**src/rtl/rf_writeback.sv**
```systemverilog
// Write-back sequencer for the integer register file: merges ALU and buffered LSU results onto
// the single write port and keeps a per-register pending scoreboard for hazard detection.
module rf_writeback #(
  parameter int unsigned ADDR_WIDTH = 5,
  parameter int unsigned DATA_WIDTH = 32,
  parameter int unsigned FIFO_DEPTH = 4
) (
  input  logic                  clk,
  input  logic                  rst,
  input  logic                  issue_valid,
  input  logic [ADDR_WIDTH-1:0] issue_rd,
  input  logic                  alu_valid,
  input  logic [ADDR_WIDTH-1:0] alu_rd,
  input  logic [DATA_WIDTH-1:0] alu_data,
  input  logic                  lsu_valid,
  output logic                  lsu_ready,
  input  logic [ADDR_WIDTH-1:0] lsu_rd,
  input  logic [DATA_WIDTH-1:0] lsu_data,
  output logic                  rf_wen,
  output logic [ADDR_WIDTH-1:0] rf_rd,
  output logic [DATA_WIDTH-1:0] rf_dataD,
  input  logic [ADDR_WIDTH-1:0] chk_rs1,
  input  logic [ADDR_WIDTH-1:0] chk_rs2,
  input  logic [ADDR_WIDTH-1:0] chk_rd,
  output logic                  hazard1,
  output logic                  hazard2,
  output logic                  hazard_rd,
  output logic                  busy
);

  localparam int unsigned NumRegs = 1 << ADDR_WIDTH;
  localparam int unsigned IdxW    = $clog2(FIFO_DEPTH);
  localparam int unsigned PtrW    = IdxW + 1;
  localparam int unsigned EntW    = ADDR_WIDTH + DATA_WIDTH;

  // LSU result FIFO; pointers carry an extra wrap bit to tell full from empty.
  logic [EntW-1:0] mem_q [FIFO_DEPTH];
  logic [PtrW-1:0] wptr_q, rptr_q;
  logic            fifo_empty, fifo_full, push, pop;
  logic [EntW-1:0] fifo_head;

  assign fifo_empty = (wptr_q == rptr_q);
  assign fifo_full  = (wptr_q[IdxW-1:0] == rptr_q[IdxW-1:0]) && (wptr_q[IdxW] != rptr_q[IdxW]);
  assign lsu_ready  = !fifo_full && !rst;
  assign push       = lsu_valid && lsu_ready;
  assign pop        = !alu_valid && !fifo_empty;
  assign fifo_head  = mem_q[rptr_q[IdxW-1:0]];

  always_ff @(posedge clk) begin
    if (rst) begin
      wptr_q <= '0;
      rptr_q <= '0;
    end else begin
      if (push) wptr_q <= wptr_q + PtrW'(1);
      if (pop)  rptr_q <= rptr_q + PtrW'(1);
    end
  end

  always_ff @(posedge clk) begin
    if (push) mem_q[wptr_q[IdxW-1:0]] <= {lsu_rd, lsu_data};
  end

  // ALU has strict priority over the buffered LSU results.
  logic                  sel_valid;
  logic [ADDR_WIDTH-1:0] sel_rd;
  logic [DATA_WIDTH-1:0] sel_data;

  always_comb begin
    sel_valid = 1'b0;
    sel_rd    = '0;
    sel_data  = '0;
    if (alu_valid) begin
      sel_valid = 1'b1;
      sel_rd    = alu_rd;
      sel_data  = alu_data;
    end else if (!fifo_empty) begin
      sel_valid          = 1'b1;
      {sel_rd, sel_data} = fifo_head;
    end
  end

  logic                  rf_wen_q;
  logic [ADDR_WIDTH-1:0] rf_rd_q;
  logic [DATA_WIDTH-1:0] rf_data_q;

  // x0 results are consumed but never enable a write; idle cycles hold index and data.
  always_ff @(posedge clk) begin
    if (rst) begin
      rf_wen_q  <= 1'b0;
      rf_rd_q   <= '0;
      rf_data_q <= '0;
    end else begin
      rf_wen_q <= sel_valid && (sel_rd != '0);
      if (sel_valid) begin
        rf_rd_q   <= sel_rd;
        rf_data_q <= sel_data;
      end
    end
  end

  assign rf_wen   = rf_wen_q;
  assign rf_rd    = rf_rd_q;
  assign rf_dataD = rf_data_q;

  // Scoreboard: a retiring write clears its bit, a new issue to the same index wins.
  logic [NumRegs-1:0] pend_q, pend_d;

  always_comb begin
    pend_d = pend_q;
    if (rf_wen_q) pend_d[rf_rd_q] = 1'b0;
    if (issue_valid && (issue_rd != '0)) pend_d[issue_rd] = 1'b1;
    pend_d[0] = 1'b0;
  end

  always_ff @(posedge clk) begin
    if (rst) pend_q <= '0;
    else     pend_q <= pend_d;
  end

  assign hazard1   = !rst && pend_q[chk_rs1];
  assign hazard2   = !rst && pend_q[chk_rs2];
  assign hazard_rd = !rst && pend_q[chk_rd];
  assign busy      = !rst && (!fifo_empty || rf_wen_q || (|pend_q));

endmodule

```
**config.mk**
```make
export PLATFORM = sky130hd
export DESIGN_NAME = rf_writeback
export DESIGN_NICKNAME = d
export VERILOG_FILES = /design/src/rtl/rf_writeback.sv
export SDC_FILE = /design/constraint.sdc
export NUM_CORES = 1
export LEC_CHECK = 0
export ABC_AREA = 0
export BUFFER_PORTS_ARGS = -buffer_cell sky130_fd_sc_hd__buf_2
export CAP_MARGIN = 20
export CORE_UTILIZATION = 57
export DETAILED_ROUTE_END_ITERATION = 8
export GPL_ROUTABILITY_DRIVEN = 0
export PLACE_DENSITY = 0.8
export SKIP_LAST_GASP = 1
export SLEW_MARGIN = 20
export SYNTH_ARGS = -nofsm -noshare
export SYNTH_HDL_FRONTEND = slang
export SYNTH_SLANG_ARGS = --single-unit
```
**constraint.sdc**
```tcl
create_clock -name clk -period 3.3 [get_ports clk]
set_input_delay 0.66 -clock clk [delete_from_list [all_inputs] [get_ports clk]]
set_output_delay 0.66 -clock clk [all_outputs]
set_load 0.01 [all_outputs]
```
After elaboration in Yosys (flattened, before gate mapping) --
Memories as Yosys holds them, arrays and structs flattened. A register that Yosys moved wholly into a read port is not among the register bits. Cells that the tools add are included.
Word-level totals: output and inout port bits 43, flip-flop bits (word level) 76, memories kept 1, bits of input ports 99, logic and storage cells 66, RAM bits 148
Memories:
- mem_q | words 4, width 37, read ports 1, clocked after memory_dff 1, wr ports 1, line 37 | logic [EntW-1:0] mem_q [FIFO_DEPTH];
Cells by class: add/sub/neg operators 2, equality and inequality tests 3, multiplexer cells 22, reductions and logical operators 21, $lt $le $gt $ge 7, bitwise logic cells 3
Operators with widths (count):
- 2-to-1 mux 32 bit | 4
- bitwise AND 32 bit | 1
- NOT 32 bit | 1
- bitwise OR 32 bit | 1
- OR reduction 32 bit | 1
- less-than comparator 5 x 6 -> 1 bit, second input constant | 5
- binary-select mux 1 bit (select 5 bit) | 3
- logical AND 1 bit | 12
- demux 1 bit (select 5 bit) | 2
- >= comparator 5 x 1 -> 1 bit, second input constant | 2
- 2-to-1 mux 5 bit | 2
- nonzero test 5 bit | 2
- 2-to-1 mux 1 bit | 9
- adder 3 x 1 -> 3 bit, second input constant | 2
- logical NOT 1 bit | 4
- 2-to-1 mux 2 bit | 2
- equality test 3 bit | 1
- equality test 2 bit | 1
- logical OR 1 bit | 2
- inequality test 1 bit | 1

Logic depth before layout (Yosys ltp) --
word-level depth 9, mapped depth 6, mapped depth without buffers 5

Worst setup path before layout --
No wires, ideal clock.
path kind in2out, start input port chk_rs1[2], end output port hazard1, path slack 644 ps, data arrival time 1996 ps, cell stages on the path 4, path buffers 1, data required time 2640 ps, cell sequence buf_6 -> mux4_1 -> mux4_2 -> o211a_1
Between the ends: longest elaborated chain between the ends 3
RTL lines:
- start, declared | line 22 | input logic [ADDR_WIDTH-1:0] chk_rs1,
- binary-select mux 1 bit (select 5 bit) | line 120 | assign hazard1 = !rst && pend_q[chk_rs1];
- 2-to-1 mux 1 bit (implied by the code) | line 120
- logical AND 1 bit | line 120
- end, declared | line 25 | output logic hazard1,
Every way passes these cells. The select of a mux whose other input is x is not followed.

Final worst setup path --
Ends and elaborated chain as after synthesis.

==> key figures <==
STA
  • Hold_ws: 0.3747 ns
  • Post-route minimum period: 2.952 ns
  • Hold Vio Cnt, Final: 0
  • Period utilization: 89.45%
  • Setup TNS: 0 ns
  • Final setup fails: 0
  • Slew Viols, Final: 0
  • Unrepaired setup endpoints after global routing: no
  • Max frequency: approximately 340 MHz
  • Worst slew pin tran: between 0.7 and 0.8 ns
  • Clock Skew: 0.007198 ns
  • Slew HR: 50.41%

Global routing
  • Grt total ovfl: 0
  • Vias in the first global route: 6670
  • All-layer global routing usage: 26.21%
  • Initial antenna violation count: 3
  • Largest net degree at the start of global routing: about 70
  • First-pass GRT wire length: 35380 um

Synthesis
  • Commonest cells post-synth: 148 x edfxtp_1, 77 x dfxtp_1, 50 x nor2_1
  • Post-synth net total: 757
  • EDFF count, synth: 148
  • Yosys top cell by area: edfxtp_1
  • Synth Register Bits: 225
  • Seq/Total Area, Yosys: roughly three fifths
  • Synth warn: 0
  • Post-synthesis area per instance: between 10 and 15 um^2
  • Post-Syn Instances: 653
  • Top FF cell, synth: edfxtp_1
  • Synth unique cells: 47
  • Synth async-reset ratio: 0%
  • Synth area leaders: edfxtp_1 46%, dfxtp_1 16%, mux4_2 8.8%
  • Most frequent cell after synthesis: edfxtp_1
  • Mapped Area: 9704 um^2
  • Top cell type's share of synthesized area: 45.80%

Layout
  • Share of cells above drive strength 1: 30.06%
  • Area delta synth->final: 16.76%
  • Final nets: slightly below 900

Min path
  • HP Class: in -> reg
  • Hold Path End: mem_q[3][24]$_DFFE_PP_
  • Hold Path Stages: 1
  • Hold_sp: lsu_data[24]

CTS
  • Post-CTS Hold Fix Bufs: 0
  • CTS tree: built
  • Setup bufs post-CTS: 0
  • Clock Root Buffer: clkbuf_16
  • Clk_lat worst skew: roughly 0.50 ns
  • H-tree depth: 1
  • Reg clk slew, reported paths: ~0.060 ns
  • Clock sink total: between 200 and 250
  • # resized after CTS: 0
  • Longest Clk Path Bufs: 3
  • Total CTS buffers: 23

Floorplanning
  • Num rows: 47
  • I/O pins: 142
  • Die ar.: 17550 um^2
  • Die width: 132.5 um
  • Starting Density: 58.52%
  • Area of the core: 16580 um^2
  • Die Height: 132.5 um

Setup path
  • Worst reg-to-reg path cell count: 4
  • Crit-path max cell delay: 0.58 ns
  • Critical path arrival: 2.29 ns
  • CP Class: in -> out
  • Crit-path cells: buf_2 -> mux4_1 -> mux4_2 -> o211a_1 -> buf_2
  • Reg2reg setup slack: 0.95 ns
  • CP top delay family: multiplexers
  • Most used cell, CP: buf_2
  • Worst Setup End Kind: output pin
  • Critical Path RT: ~2.6 ns
  • Count of buffer and inverter cells on the critical path: 2
  • Slowest cell on crit path: mux4_1
  • R2r endpoint: mem_q[3][19]$_DFFE_PP_
  • R2r startpoint: wptr_q[0]$_SDFFE_PP0P_
  • Critical Path Fanout Max: 9
  • Setup crit start kind: input port

Pwr
  • Lkg Pwr: 4.183 nW
  • PwrDens: between 600 and 700 nW/um^2
  • Max IR drop VDD: 0.4872 mV

Routing
  • Post-Route WL: 22710 um
  • Wire per inst: 22.07 um
  • Number of vias per cell: 6.317
  • DRC Markers: 0
  • Vias: 6500
  • DRT iter0 DRCs: 533
  • Drt first pass iters: 5
  • Antenna-violating nets left: 0

Placement
  • Hpwl dp: 15150 um
  • Number of port buffers: between 100 and 150

Status
  • Status: finished, final reports clean

Flow run
  • Max_cap viols: 0
==> worst reg2reg max path, delay by kind of cell, from the launching register on <==
family	cells	cell delay (ns)
flip-flops	1	0.47
buffers and inverters	1	0.26
AO/OA/AOI/OAI	1	0.52
XOR/XNOR	1	0.15
AND/OR/NAND/NOR	1	0.64
==> routing by layer <==
layer,up-vias,global-route usage [%],part of all wire (%)
met1,3191,31.40,38
met5,-,0,0.048
met3,90,5.096,7.7
met4,2,11.56,3.8
li1,2858,-,-
met2,359,46.11,51
==> cells in the final DEF (no fill, tap or decap), types with 3 or more instances in the layout <==
master / instances
a211oi_1: 36
a21oi_1: 32
a221oi_1: 3
a31oi_1: 5
and2_2: 4
buf_12: 3
buf_2: 141
buf_4: 9
clkbuf_1: 5
clkbuf_16: 23
clkbuf_8: 3
clkinv_2: 6
dfxtp_1: 75
diode_2: 4
edfxtp_1: 148
ha_1: 5
inv_1: 7
mux2_2: 3
mux2i_1: 47
mux4_1: 21
mux4_2: 38
nand2_1: 34
nand3_1: 6
nand3b_1: 5
nand4_1: 3
nor2_1: 50
nor2b_1: 9
nor4_1: 8
o211a_1: 3
o21ai_0: 34
xnor2_1: 4
==> stage by stage <==
step | worst slack, ns | util (%) | total power [mW] | cells | cell area, um^2
final | 0.3481 | 68.33 | 6.800 | 1029 | 11330
after global routing | 0.2448 | 68.28 | 7.029 | 1026 | 11320
after CTS | 0.3443 | 68.27 | 6.841 | 1025 | 11320
after global placement | 0.4226 | 63.95 | 4.346 | 984 | 10610
after floorplan | 0.6442 | - | 4.058 | 653 | 9704
after detailed placement | 0.3436 | 63.95 | 4.396 | 984 | 10610
==> cell type report <==
type | count | area, um^2
Sequential cell | 225 | 5988
Timing Repair Buffer | 153 | 833.3
Fill cell | 1104 | 5253
Tap cell | 220 | 275.3
Multi-Input combinational cell | 378 | 3478
Antenna cell | 4 | 10.01
Inverter | 8 | 30.03
Clock buffer | 31 | 635.6
Clock inverter | 10 | 80.08
==> kinds of logic after synthesis <==
kind of cell,Yosys count,synth area share (%)
xor+xnor,7,0.7865
buf+inv,50,2.579
simple gates,137,6.834
fa+ha+maj,5,0.6447
flops,225,61.68
mux,109,19.70
compound gates,120,7.775
==> flip-flops by register name, indices dropped and copies added, names as in the netlist, named ones only <==
register,cells
rf_dataD,32
pend_q,31
wptr_q,3
rf_rd,5
rf_wen,1
mem_q,148
rptr_q,3
==> worst max-delay path by stage <==
stage	startpoint	to	slack, ns	depth (start not counted)
after floorplan	chk_rs1[2]	hazard1	0.64	4
after global placement	chk_rs1[1]	hazard1	0.42	5
after detailed placement	chk_rs1[1]	hazard1	0.34	5
after CTS	chk_rs1[1]	hazard1	0.34	5
after global routing	wptr_q[1]$_SDFFE_PP0P_	busy	0.24	5
final	chk_rs1[2]	hazard1	0.35	5
==> power breakdown <==
part	internal, mW	total (mW)	switching, mW
sequential	3.14	3.26	0.125
combinational	0.526	1.09	0.562
clock	1.43	2.45	1.02
Power figures use the tool's default switching activity.
